File: src/rtl/muldiv_unit_if.sv
// rtl/muldiv_unit_if.sv - issue/result bundle between the EX stage and the multiply/divide unit
interface muldiv_unit_if #(parameter int WIDTH = 32);
  logic             start;
  logic [2:0]       op;
  logic [WIDTH-1:0] DataA;
  logic [WIDTH-1:0] DataB;
  logic             busy;
  logic             done;
  logic [WIDTH-1:0] hi;
  logic [WIDTH-1:0] lo;

  modport master (output start, op, DataA, DataB, input busy, done, hi, lo);
  modport slave  (input start, op, DataA, DataB, output busy, done, hi, lo);
endinterface

File: src/rtl/muldiv_unit.sv
// rtl/muldiv_unit.sv - iterative MULT/MULTU/DIV/DIVU/MTHI/MTLO unit with HI/LO registers
module muldiv_unit #(parameter int WIDTH = 32) (
  input logic         clk,
  input logic         rst_n,
  muldiv_unit_if.slave bus
);
  localparam int CW = $clog2(WIDTH);

  typedef enum logic [1:0] {IDLE, CALC, FIX} state_t;

  state_t               state, state_next;
  logic [CW-1:0]        count;
  // Shared working register: multiply {acc_hi, multiplier}, divide {remainder, quotient}
  logic [2*WIDTH-1:0]   p;
  logic [WIDTH-1:0]     b;
  logic                 is_div, neg_p, neg_q, neg_r, dz;
  logic                 accept, issue, wr_hi, wr_lo, step, finish;
  logic                 sa, sb;
  logic [WIDTH-1:0]     mag_a, mag_b;
  logic [WIDTH:0]       mul_sum, div_shift, div_diff;
  logic [2*WIDTH-1:0]   mul_next, div_next, prod;
  logic [WIDTH-1:0]     quo, rem;
  logic [WIDTH-1:0]     hi_q, lo_q;
  logic                 busy_q, done_q;

  assign bus.busy = busy_q;
  assign bus.done = done_q;
  assign bus.hi   = hi_q;
  assign bus.lo   = lo_q;

  // State register
  always_ff @(posedge clk or negedge rst_n) begin
    if (!rst_n) state <= IDLE;
    else        state <= state_next;
  end

  // Next-state: one issue, WIDTH iterations, one fix-up cycle
  always_comb begin
    state_next = state;
    case (state)
      IDLE:    if (issue) state_next = CALC;
      CALC:    if (count == CW'(WIDTH - 1)) state_next = FIX;
      FIX:     state_next = IDLE;
      default: state_next = IDLE;
    endcase
  end

  // Control decode; starts outside IDLE are dropped here
  always_comb begin
    accept = (state == IDLE) && bus.start;
    issue  = accept && !bus.op[2];
    wr_hi  = accept && (bus.op == 3'b100);
    wr_lo  = accept && (bus.op == 3'b101);
    step   = (state == CALC);
    finish = (state == FIX);
  end

  // Signed ops (op[0]=0) work on magnitudes; the signs are recorded at issue
  always_comb begin
    sa    = !bus.op[0] && bus.DataA[WIDTH-1];
    sb    = !bus.op[0] && bus.DataB[WIDTH-1];
    mag_a = sa ? -bus.DataA : bus.DataA;
    mag_b = sb ? -bus.DataB : bus.DataB;
  end

  // One shift-add or restoring shift-subtract step, plus final sign correction
  always_comb begin
    mul_sum   = {1'b0, p[2*WIDTH-1:WIDTH]} + (p[0] ? {1'b0, b} : {(WIDTH+1){1'b0}});
    mul_next  = {mul_sum, p[WIDTH-1:1]};
    div_shift = {p[2*WIDTH-1:WIDTH], p[WIDTH-1]};
    div_diff  = div_shift - {1'b0, b};
    div_next  = div_diff[WIDTH] ? {div_shift[WIDTH-1:0], p[WIDTH-2:0], 1'b0}
                                : {div_diff[WIDTH-1:0],  p[WIDTH-2:0], 1'b1};
    prod      = neg_p ? -p : p;
    quo       = dz ? {WIDTH{1'b1}} : (neg_q ? -p[WIDTH-1:0] : p[WIDTH-1:0]);
    rem       = neg_r ? -p[2*WIDTH-1:WIDTH] : p[2*WIDTH-1:WIDTH];
  end

  // Datapath, counter and architectural HI/LO
  always_ff @(posedge clk or negedge rst_n) begin
    if (!rst_n) begin
      count  <= '0;
      p      <= '0;
      b      <= '0;
      is_div <= 1'b0;
      neg_p  <= 1'b0;
      neg_q  <= 1'b0;
      neg_r  <= 1'b0;
      dz     <= 1'b0;
      hi_q   <= '0;
      lo_q   <= '0;
      busy_q <= 1'b0;
      done_q <= 1'b0;
    end else begin
      busy_q <= (state_next != IDLE);
      done_q <= finish;
      if (issue) begin
        is_div <= bus.op[1];
        p      <= {{WIDTH{1'b0}}, (bus.op[1] ? mag_a : mag_b)};
        b      <= bus.op[1] ? mag_b : mag_a;
        neg_p  <= sa ^ sb;
        // A zero divisor keeps the all-ones quotient unsigned
        neg_q  <= (sa ^ sb) && (bus.DataB != '0);
        neg_r  <= sa;
        dz     <= (bus.DataB == '0);
        count  <= '0;
      end else if (step) begin
        count <= count + 1'b1;
        p     <= is_div ? div_next : mul_next;
      end
      if (finish) begin
        hi_q <= is_div ? rem : prod[2*WIDTH-1:WIDTH];
        lo_q <= is_div ? quo : prod[WIDTH-1:0];
      end else begin
        if (wr_hi) hi_q <= bus.DataA;
        if (wr_lo) lo_q <= bus.DataA;
      end
    end
  end
endmodule
File: src/flat_wrapper.sv
// flat-port wrapper written by rule: the top's interface ports become plain ports
module muldiv_unit_flat 
#(parameter int WIDTH = 32)
  (clk, rst_n, bus_start, bus_op, bus_DataA, bus_DataB, bus_busy, bus_done, bus_hi, bus_lo);
  muldiv_unit_if #(.WIDTH(WIDTH)) bus_i ();
  input logic clk;
  input logic rst_n;
  input wire logic [$bits(bus_i.start)-1:0] bus_start;
  input wire logic [$bits(bus_i.op)-1:0] bus_op;
  input wire logic [$bits(bus_i.DataA)-1:0] bus_DataA;
  input wire logic [$bits(bus_i.DataB)-1:0] bus_DataB;
  output wire logic [$bits(bus_i.busy)-1:0] bus_busy;
  output wire logic [$bits(bus_i.done)-1:0] bus_done;
  output wire logic [$bits(bus_i.hi)-1:0] bus_hi;
  output wire logic [$bits(bus_i.lo)-1:0] bus_lo;
  assign bus_i.start = bus_start;
  assign bus_i.op = bus_op;
  assign bus_i.DataA = bus_DataA;
  assign bus_i.DataB = bus_DataB;
  assign bus_busy = bus_i.busy;
  assign bus_done = bus_i.done;
  assign bus_hi = bus_i.hi;
  assign bus_lo = bus_i.lo;
  muldiv_unit #(.WIDTH(WIDTH)) u_core (.clk(clk), .rst_n(rst_n), .bus(bus_i));
endmodule
File: config.mk
export PLATFORM = sky130hd
export DESIGN_NAME = muldiv_unit_flat
export DESIGN_NICKNAME = d
export VERILOG_FILES = /design/src/rtl/muldiv_unit_if.sv /design/src/rtl/muldiv_unit.sv /design/src/flat_wrapper.sv
export SDC_FILE = /design/constraint.sdc
export NUM_CORES = 1
export LEC_CHECK = 0
export BUFFER_PORTS_ARGS = -buffer_cell sky130_fd_sc_hd__buf_4
export CORE_ASPECT_RATIO = 1.25
export CORE_MARGIN = 2
export CORE_UTILIZATION = 56
export CTS_BUF_LIST = sky130_fd_sc_hd__clkbuf_4 sky130_fd_sc_hd__clkbuf_8
export CTS_CLUSTER_DIAMETER = 100
export DETAILED_ROUTE_END_ITERATION = 7
export PLACE_DENSITY = 0.76
export REMOVE_ABC_BUFFERS = 1
export SYNTH_ARGS = -nofsm -noshare
export SYNTH_HDL_FRONTEND = slang
export SYNTH_SLANG_ARGS = --single-unit
File: constraint.sdc
create_clock -name clk -period 5 [get_ports clk]
set_input_delay 0.5 -clock clk [delete_from_list [all_inputs] [get_ports clk]]
set_output_delay 0.5 -clock clk [all_outputs]
set_load 0.05 [all_outputs]
# After elaboration in Yosys (flattened, before gate mapping)
# Cells that the tools add are included.
[op_classes] add_sub_neg=8 eq_ne=5 muxes=24 bitwise_logic=1 n_reduce_logical=16
[op_table] cell="32-bit 2-to-1 mux" n=14
[op_table] cell="64-bit 2-to-1 mux" n=5
[op_table] cell="32-bit negation" n=4
[op_table] cell="64-bit negation" n=1
[op_table] cell="32-bit by 33-bit adder with 33-bit output" n=1
[op_table] cell="33-bit by 32-bit subtractor with 33-bit output" n=1
[op_table] cell="32-bit zero test" n=1
[op_table] cell="32-bit nonzero test" n=1
[op_table] cell="5-bit 2-to-1 mux" n=2
[op_table] cell="2-bit nonzero test" n=4
[op_table] cell="1-bit logical AND" n=7
[op_table] cell="3-bit == test, second input constant" n=2
[op_table] cell="5-bit by 1-bit adder with 5-bit output, second input constant" n=1
[op_table] cell="5-bit == test, second input constant" n=1
[op_table] cell="2-bit 2-to-1 mux" n=2
[op_table] cell="2-bit one-hot mux with 2 select lines" n=1
[op_table] cell="2-bit by 1-bit == test with 1-bit output, second input constant" n=1
[op_table] cell="2-bit == test, second input constant" n=1
[op_table] cell="1-bit zero test" n=2
[op_table] cell="2-bit zero test" n=1
[op_table] cell="1-bit XOR" n=1
[word_totals] regBits=174 in_bits=70 out_inout_bits=66 elab_cells=67

# Logic depth before layout (Yosys ltp)
[logic_depth] depth_word=6 mapped_depth=15 mapped_depth_nobuf=14

# Worst setup path before layout
# No wires, ideal clock.
[synth_path] path_kind="register to register" start="register u_core.p[0]" end="register u_core.p[62]" setup_ps=87 t_arrival_ps=3141 t_required_ps=4913 setup_slack_ps=1772 path_stages_with_launch=16 n_path_buf=2 period_less_slack_ps=3228 cell_sequence="dfrtp_1 -> inv_1 -> clkbuf_1 -> nor2_1 -> ha_1 -> clkbuf_1 -> nand4_1 -> o22ai_1 -> nor3_1 -> a21oi_1 -> o21ai_1 -> o31a_1 -> a21oi_1 -> a41oi_1 -> or4_1 -> o211ai_1"
[synth_via] elab_chain_len=5
[synth_rtl] element="start: declaration" line_no="muldiv_unit.sv:14" text="logic [2*WIDTH-1:0] p;"
[synth_rtl] element="start signal: assignment" line_no="muldiv_unit.sv:99" text="p <= {{WIDTH{1'b0}}, (bus.op[1] ? mag_a : mag_b)};"
[synth_rtl] element="start signal: assignment" line_no="muldiv_unit.sv:109" text="p <= is_div ? div_next : mul_next;"
[synth_rtl] element="32-bit 2-to-1 mux" line_no="muldiv_unit.sv:68" text="mul_sum = {1'b0, p[2*WIDTH-1:WIDTH]} + (p[0] ? {1'b0, b} : {(WIDTH+1){1'b0}});"
[synth_rtl] element="32-bit by 33-bit adder with 33-bit output" line_no="muldiv_unit.sv:68"
[synth_rtl] element="64-bit 2-to-1 mux" line_no="muldiv_unit.sv:109"
[synth_rtl] element="64-bit 2-to-1 mux" line_no="muldiv_unit.sv:107" text="end else if (step) begin"
[synth_rtl] element="64-bit 2-to-1 mux" line_no="muldiv_unit.sv:97" text="if (issue) begin"
# Every way passes these cells. The select of a mux whose other input is x is not followed.
# A chain may end at the register's enable or synchronous reset.

# Final worst setup path
[layout_path] start="register u_core.p[0]" end="register u_core.p[63]"
# The elaborated chain is that of the path after synthesis.

==> flow_metrics.py <==
metrics = {
    "cts": {
        "clkLatencyLatePin_ns": 0.51,
        "htreeDepth": 4,
        "cts_tree": "done",
        "cts_max_path_buffers": 2,
        "cts.clk_slew.worst_paths_ns": 0.10,
        "postCtsResizedCells": 0,
        "numCtsBuffers": 17,
        "root_buffer": "clkbuf_8",
        "postCtsSetupBuffers": 0,
        "postCtsHoldBufs": 0,
        "clock-sinks": 174,
    },
    "placed_design": {
        "place.gp.congestion": 1.01,
        "portBuffers": 135,
        "pre_cts_ws_ns": 0.941,
        "hpwl_um": 37000,
    },
    "setup_path": {
        "critPathMaxFanout": 25,
        "crit_arrival_ns": 4.57,
        "crit_type": "flop to flop",
        "rrSetupSlack_ns": 0.85,
        "end_kind": "flop",
        "startpoint_type": "flop",
        "worstPathRequired_ns": 5.42,
    },
    "yosys": {
        "synth_ff_type": "dfrtp_1",
        "synth_cell_types": 84,
        "synth_seq_cells": 174,
        "syn_area_mm2": 0.0154,
        "synthCells": 1928,
        "yosys.area_share.simple": 0.191,
        "synth_top_area_share": 0.283,
        "muxShareOfSynthArea": 0.0871,
        "syn_avg_cell_area_um2": 7.98,
        "yosysMostFrequentCell": "o21ai_0",
        "yosysWarnings": 0,
        "ys_async_sr_fraction": 1.00,
        "synth.largest_area_cell": "dfrtp_1",
        "synth-edff-count": 0,
        "synth_common_cells": "o21ai_0 (240), nand2_1 (191), dfrtp_1 (174)",
        "synth_top_family_by_area": "compound AO/OA/AOI/OAI gates",
        "synth_xor_area_frac": 0.0802,
        "seq_area_frac_synth": 0.283,
        "synthAdderAreaFrac": 0.0595,
        "synth_compound_area_frac": 0.250,
        "synth_area_leaders": "dfrtp_1 (28%), mux2i_1 (8.2%), o21ai_0 (7.8%)",
    },
    "global_routing": {
        "grt_max_degree": 96,
        "grt_pass1_wl_um": 77300,
        "grtUsageMet3": 0.0417,
        "grtUsageTotal": 0.335,
        "grt_pass1_vias": 14300,
        "grt_use_met2": 0.553,
        "antenna_found_initial": 0,
        "use_met1": 0.438,
        "busiest_layer": "met2",
        "grt_overflow": 0,
    },
    "route": {
        "first_pass_iters": 5,
        "wl_per_cell_um": 21.0,
        "viasPerCell": 6.44,
        "drc": 0,
        "drt_iter0_markers": 1194,
        "wl_um": 49000,
        "dr_total_vias": 15000,
        "ant_nets": 0,
    },
    "sta": {
        "setup_violations": 0,
        "tightest_slew_ns": 1.38,
        "finalHoldViolCount": 9,
        "rsz0062_at_grt": "false",
        "maxSlewHeadroom": 0.0799,
        "skew_ns": 0.0159,
        "fin_crit_sh": 0.830,
        "fmax_mhz": 241,
        "tns_ns": 0,
        "layout_setup_ws_ns": 0.849,
        "min_period_ns": 4.15,
        "whs_ns": -0.00376,
        "maxSlewViolCount": 0,
    },
    "die": {
        "die_h_um": 189,
        "die_x_um": 152,
        "pin_count": 136,
        "rows": 67,
        "core_mm2": 0.0269,
        "initial_core_util": 0.572,
        "die_area_mm2": 0.0288,
    },
    "outcome": {
        "status": "complete, but fails checks",
        "failed_checks": "hold timing",
    },
    "power_and_ir_drop": {
        "vdd_drop_max_v": 0.000352,
        "p_leak_uw": 0.00734,
        "power.density_mw_per_mm2": 780,
    },
    "cells_and_area": {
        "drive_gt1_frac": 0.122,
        "areaGrowthSynthToFinish_pct": 10.4,
        "num_antenna_cells": 0,
        "fillCellCount": 2409,
        "num-nets-final": 2118,
    },
    "hold_path": {
        "min-delay-path-class": "primary input to asynchronous set/reset pin",
    },
    "job": {
        "max_cap_violations": 0,
    },
}
-- metal layers --
metal	part of all wire	vias to the layer above
li1	-	7077
met2	0.47	676
met4	0.047	0
met5	0	-
met3	0.070	144
met1	0.41	7133
-- state kept, by name, summed over array words and instances, names as in the netlist, 2 cells and up --
signal and count:
u_core.bus.lo 32, u_core.b 32, u_core.count 5, u_core.state 2, u_core.p 64, u_core.bus.hi 32
-- cell usage in the layout, fill, tap and decap left out, types with 37 or more instances in the layout --
cell type / Yosys / final
nand2_1: 191 / 190
o211ai_1: 39 / 39
mux2i_1: 126 / 126
buf_4: 3 / 158
nand3_1: 48 / 48
inv_1: 64 / 64
o21ai_0: 240 / 240
xnor2_1: 83 / 83
nor2_1: 148 / 146
nor2b_1: 38 / 37
a21oi_1: 135 / 134
ha_1: 70 / 70
xor2_1: 56 / 56
dfrtp_1: 174 / 173
-- critical path: stages, from the launching register on --
cell	delay [ns]
dfrtp_1	0.48
inv_1	0.30
buf_4	0.34
nor2_1	0.09
ha_1	0.37
nand2_1	0.14
nor2_1	0.15
o21ai_0	0.15
a21oi_1	0.35
a31oi_1	0.22
o31ai_1	0.56
a21oi_1	0.29
o211ai_1	0.25
a211oi_1	0.09
o31ai_1	0.28
-- layout make-up --
cell class / instances / area (µm²) / area share
flip-flops and latches: 174 / 4360 / 0.256
multi-input cells: 1559 / 10300 / 0.607
clock buffers: 17 / 234 / 0.0138
repair buffers: 159 / 1200 / 0.0705
inverters: 65 / 244 / 0.0144
well taps: 345 / 432 / 0.0254
clock inverters: 15 / 208 / 0.0122
-- logic make-up after synthesis --
kind of cell / after synthesis
compound gates: 620
mux: 133
flops: 174
buf+inv: 195
simple gates: 594
xor+xnor: 140
fa+ha+maj: 72
-- power breakdown --
group | leakage (µW) | internal, µW | total [µW] | switching (µW)
clock | 0.000215 | 552 | 1140 | 587
sequential | 0.00207 | 2090 | 3040 | 949
combinational | 0.00506 | 3580 | 9070 | 5490
total | 0.00734 | 6220 | 13200 | 7030
-- metrics by stage --
step	hold WS [ns]	instances	area, µm²	util	total power (µW)
after floorplan	0.204	1798	14900	-	9450
final	-0.00376	2334	17000	0.631	13200
after global routing	0.0572	2334	17000	0.631	14300
after global placement	0.466	2302	16500	0.615	11800
after CTS	0.0500	2334	17000	0.631	13100
after detailed placement	0.473	2302	16500	0.615	12000
-- worst paths after layout --
| kind | cells past startpoint | end | startpoint |
|---|---|---|---|
| worst max-delay path | 14 | u_core.p[63]$_DFFE_PN0P_ | u_core.p[0]$_DFFE_PN0P_ |
| worst min register to register | 2 | u_core.b[3]$_DFFE_PN0P_ | u_core.b[3]$_DFFE_PN0P_ |
| max in group asynchronous | 2 | u_core.is_div$_DFFE_PN0P_ | rst_n |
| worst min-delay path | 1 | u_core.b[7]$_DFFE_PN0P_ | rst_n |
| min in group clk | 3 | u_core.bus.hi[31]$_DFFE_PN0P_ | bus_DataA[31] |
| worst max register to register | 14 | u_core.p[63]$_DFFE_PN0P_ | u_core.p[0]$_DFFE_PN0P_ |
(Power assumes the default switching activity.)
